<file path="src/rtl/cmp_pkg.sv">
// Shared types and constants for the nibble-serial comparator controllers.
package cmp_pkg;

  localparam int SLICE_W = 4;

  typedef enum logic [1:0] {
    IDLE,
    RUN,
    DONE
  } cmp_state_t;

  typedef struct packed {
    logic less;
    logic greater;
  } cmp_res_t;

endpackage

</file>
<file path="src/rtl/cmp_seq_ctrl_if.sv">
// Operand and result handshakes of the sequential comparator.
interface cmp_seq_ctrl_if #(
  parameter int WIDTH = 16
);
  logic             in_valid;
  logic             in_ready;
  logic [WIDTH-1:0] a;
  logic [WIDTH-1:0] b;
  logic             out_valid;
  logic             out_ready;
  logic             less;
  logic             greater;

  modport master (
    output in_valid, a, b, out_ready,
    input  in_ready, out_valid, less, greater
  );

  modport slave (
    input  in_valid, a, b, out_ready,
    output in_ready, out_valid, less, greater
  );
endinterface

</file>
<file path="src/rtl/cmp4.sv">
// 4-bit unsigned magnitude comparator slice.
module cmp4 (
  input  logic [3:0] a,
  input  logic [3:0] b,
  output logic       less,
  output logic       greater
);
  assign less    = (a < b);
  assign greater = (a > b);
endmodule

</file>
<file path="src/rtl/cmp_seq_ctrl.sv">
// Compares two WIDTH-bit unsigned operands one nibble per cycle, MSB first,
// through a single shared cmp4, stopping at the first differing nibble.
module cmp_seq_ctrl
  import cmp_pkg::*;
#(
  parameter int WIDTH = 16
) (
  input  logic          clk,
  input  logic          rst,
  cmp_seq_ctrl_if.slave bus,
  output logic          busy
);
  localparam int NSLICE = WIDTH / SLICE_W;
  localparam int IDX_W  = (NSLICE > 1) ? $clog2(NSLICE) : 1;

  generate
    if (WIDTH < SLICE_W || (WIDTH % SLICE_W) != 0) begin : g_width_check
      $error("cmp_seq_ctrl: WIDTH must be a positive multiple of 4");
    end
  endgenerate

  cmp_state_t                     state, state_next;
  logic [IDX_W-1:0]               idx;
  logic [NSLICE-1:0][SLICE_W-1:0] a_reg, b_reg;
  cmp_res_t                       res, slice_res;
  logic                           load, step, latch;

  cmp4 u_slice (
    .a       (a_reg[idx]),
    .b       (b_reg[idx]),
    .less    (slice_res.less),
    .greater (slice_res.greater)
  );

  // At idx==0 an equal slice reports 00, so latching slice_res covers equality.
  always_comb begin
    state_next = state;
    load       = 1'b0;
    step       = 1'b0;
    latch      = 1'b0;
    case (state)
      IDLE: begin
        if (bus.in_valid) begin
          load       = 1'b1;
          state_next = RUN;
        end
      end
      RUN: begin
        if (slice_res.less || slice_res.greater || idx == '0) begin
          latch      = 1'b1;
          state_next = DONE;
        end else begin
          step = 1'b1;
        end
      end
      DONE: begin
        if (bus.out_ready) state_next = IDLE;
      end
      default: state_next = IDLE;
    endcase
  end

  always_ff @(posedge clk) begin
    if (rst) begin
      state <= IDLE;
      idx   <= '0;
      a_reg <= '0;
      b_reg <= '0;
      res   <= '0;
    end else begin
      state <= state_next;
      if (load) begin
        a_reg <= bus.a;
        b_reg <= bus.b;
        idx   <= IDX_W'(NSLICE - 1);
      end
      if (step)  idx <= idx - IDX_W'(1);
      if (latch) res <= slice_res;
    end
  end

  assign bus.in_ready  = (state == IDLE);
  assign bus.out_valid = (state == DONE);
  assign bus.less      = res.less;
  assign bus.greater   = res.greater;
  assign busy          = (state != IDLE);

endmodule
</file>
<file path="src/flat_wrapper.sv">
// flat-port wrapper written by rule: the top's interface ports become plain ports
module cmp_seq_ctrl_flat import cmp_pkg::*;
#(
  parameter int WIDTH = 16
)
  (clk, rst, busy, bus_in_valid, bus_a, bus_b, bus_out_ready, bus_in_ready, bus_out_valid, bus_less, bus_greater);
  cmp_seq_ctrl_if #(.WIDTH(WIDTH)) bus_i ();
  input  logic clk;
  input  logic rst;
  output logic busy;
  input wire logic [$bits(bus_i.in_valid)-1:0] bus_in_valid;
  input wire logic [$bits(bus_i.a)-1:0] bus_a;
  input wire logic [$bits(bus_i.b)-1:0] bus_b;
  input wire logic [$bits(bus_i.out_ready)-1:0] bus_out_ready;
  output wire logic [$bits(bus_i.in_ready)-1:0] bus_in_ready;
  output wire logic [$bits(bus_i.out_valid)-1:0] bus_out_valid;
  output wire logic [$bits(bus_i.less)-1:0] bus_less;
  output wire logic [$bits(bus_i.greater)-1:0] bus_greater;
  assign bus_i.in_valid = bus_in_valid;
  assign bus_i.a = bus_a;
  assign bus_i.b = bus_b;
  assign bus_i.out_ready = bus_out_ready;
  assign bus_in_ready = bus_i.in_ready;
  assign bus_out_valid = bus_i.out_valid;
  assign bus_less = bus_i.less;
  assign bus_greater = bus_i.greater;
  cmp_seq_ctrl #(.WIDTH(WIDTH)) u_core (.clk(clk), .rst(rst), .bus(bus_i), .busy(busy));
endmodule
</file>
<file path="config.mk">
export PLATFORM = sky130hd
export DESIGN_NAME = cmp_seq_ctrl_flat
export DESIGN_NICKNAME = d
export VERILOG_FILES = /design/src/rtl/cmp_pkg.sv /design/src/rtl/cmp_seq_ctrl_if.sv /design/src/rtl/cmp4.sv /design/src/rtl/cmp_seq_ctrl.sv /design/src/flat_wrapper.sv
export SDC_FILE = /design/constraint.sdc
export NUM_CORES = 1
export LEC_CHECK = 0
export CAP_MARGIN = 20
export CORE_ASPECT_RATIO = 0.5
export CORE_MARGIN = 2
export CORE_UTILIZATION = 53
export CTS_BUF_LIST = sky130_fd_sc_hd__clkbuf_8
export DETAILED_ROUTE_END_ITERATION = 12
export GPL_ROUTABILITY_DRIVEN = 1
export GPL_TIMING_DRIVEN = 0
export PLACE_DENSITY = 0.9
export SLEW_MARGIN = 25
export SYNTH_ARGS = -nofsm -noshare
export SYNTH_HDL_FRONTEND = slang
export SYNTH_HIERARCHICAL = 1
export SYNTH_SLANG_ARGS = --single-unit
</file>
<file path="constraint.sdc">
create_clock -name clk -period 5.7 [get_ports clk]
set_input_delay 1.71 -clock clk [delete_from_list [all_inputs] [get_ports clk]]
set_output_delay 1.71 -clock clk [all_outputs]
set_load 0.05 [all_outputs]
</file>
==> metrics.txt <==
number of global-route vias before repair 1313; Ys Warns 6; post-CTS sizing 0; Post-synth EDFFs 0; Max Cap Viol 0; Tightest Pin Transition 0.6007 ns; Initial Utilization 0.5710; Worst Skew 0.004625 ns; port buffer count 40; global route overflow 0; Critical Path Fanout Max 5; via density per instance around 5.2; Final period util 0.6138; top cells by count, synth dfxtp_1 (38), nor2_1 (33), mux2i_1 (32), inv_1 (8), mux4_2 (8); DR WL/cell 14.52 um; # DRC 0; post-synthesis register bit count 38; via count 1294; Cell variety after synth 28; Avg Synthesized Cell Area 11.00 um2; setup tns final 0 ns; crit path kind flip-flop to primary output; Power Density roughly 320 nW/um2; Hold Vio Cnt, Final 0; Slew Limit Headroom 0.5996; CTS Buf Count 5; flop2flop setup slack 2.86 ns; core box area 3083 um2; sw frac 0.3171; post-synth net total 201; GPL Wtd Cong ~0.72; RSZ-0062 raised after global routing false; Clk Latency, worst-skew pair 0.30 ns; Antenna Nets Post-Route 0; register share of total power 0.419; CTS tree yes; worst min path class flip-flop to flip-flop; proportion of layout cells with a drive suffix above 1 0.1304; # setup viols final 0; post-synthesis sequential area ratio 0.4321; clock buffer depth 2; commonest register cell after synthesis dfxtp_1; die width around 86 um; HPWL after DPL 2652 um; largest area contributor in the netlist dfxtp_1; Die ar. 3827 um2; CTS Root Cell clkbuf_8; Comb pwr share 0.345; Synth top area share 0.4321; Internal 499.8 uW; Final Cell Area 2290 um2; Ports 41; min cycle time layout 3.499 ns; sw power 232.1 uW; largest net degree at the start of global routing 12; status finished, final reports clean; wire length of the first global-routing pass slightly below 6000 um; total power roughly 730 uW; Crit path arrival time around 1.8 ns; First-pass DRT Iterations 6; initial antenna violation count 0; postcts setup bufs 0; gr usage total 0.2107; placement row count 14; top cells by area, synth dfxtp_1 (43%), mux2i_1 (18%), mux4_2 (10%); WHS 0.4801 ns; CTS sink cnt 38; Leak 0.0009466 uW; maximum VDD drop 194.6 uV; Initial DRC Count 25; worst reg-to-reg path cell count 9; Clock transition at path regs 0.07 ns; Cell Area, Synth 1760 um2; placed cell areas 2211 um2; Async S/R FF share, synth 0; # diodes 0; hold_buf cts 0; area delta synth->final 30.06%; Clk pwr share 0.236; Syn Inst Count between 150 and 200; Critical Path RT 3.99 ns; hold depth 2; wirelength, routed 3586 um; fin nets 248; H-tree depth 2; max frequency 0.2858 GHz; Critical Path Start Type flip-flop; Final Max Slew Viols 0; Die Y 44.76 um; most frequent cell after synthesis dfxtp_1; CP Capture Type primary output; Final Non-Filler Cells 247; cell count after placement 240
==> per-layer routing <==
layer  global-route usage  vias to the layer above  wire (um)
met2               0.3688                       24       1665
li1                     -                      641          -
met3              0.05850                        8        149
met5                    0                        -          0
met4              0.09524                        0         68
met1               0.2515                      621       1702
==> final timing paths <==
check,start,endpoint
worst max-delay path,u_core/state[0],bus_in_ready
worst min register to register,u_core/bus.greater,u_core/bus.greater
worst min-delay path,u_core/bus.greater,u_core/bus.greater
worst max register to register,u_core/idx[1],u_core/idx[1]
==> power groups by stage <==
stage	combinational (uW)	sequential [uW]	clock (uW)
CTS	252	306	181
detailed placement	249	312	0
global placement	239	310	0
floorplan	175	316	0
global route	270	309	188
finish	252	307	173
==> per-stage QoR <==
step                worst slack (ns)    util
floorplan                      2.878       -
global placement               2.507  0.7171
detailed placement             2.465  0.7171
CTS                            2.184  0.7427
global route                   2.146  0.7427
finish                         2.201  0.7427
==> kinds of logic (layout without fill, tap and decap cells) <==
logic type / Yosys count / in the layout / share of synthesized area
flops: 38 / 38 / 0.4321
buf+inv: 18 / 65 / 0.07178
simple gates: 46 / 46 / 0.1258
mux: 40 / 40 / 0.2843
compound gates: 13 / 13 / 0.05047
fa+ha+maj: 5 / 5 / 0.03554
==> critical path: stages, from the launching register on <==
cell and delay [ns]:
dfxtp_1 0.35, or2_2 0.31, inv_1 0.05, clkdlybuf4s50_1 0.79
==> final cells by class <==
cell class              count  area, um2
fillers                   205      793.3
clock buffers               5      68.82
inverters                   8      30.03
flip-flops and latches     38      760.7
well taps                  40      50.05
plain buffers              10      96.34
clock inverters             2      10.01
multi-input cells         104      873.3
repair buffers             40      400.4
==> placed cells by master (no fill, tap or decap), types with 3 or more instances in the layout <==
cell             Yosys  routed
a21oi_1              4       4
mux2i_1             32      32
mux4_2               8       8
buf_12               3       3
inv_1                8       8
nor2_1              33      33
nand2_1              4       4
clkbuf_8             0       5
dfxtp_1             38      38
clkdlybuf4s50_1      0      40
ha_1                 5       5
clkbuf_1             4       4
(Power assumes the default switching activity.)
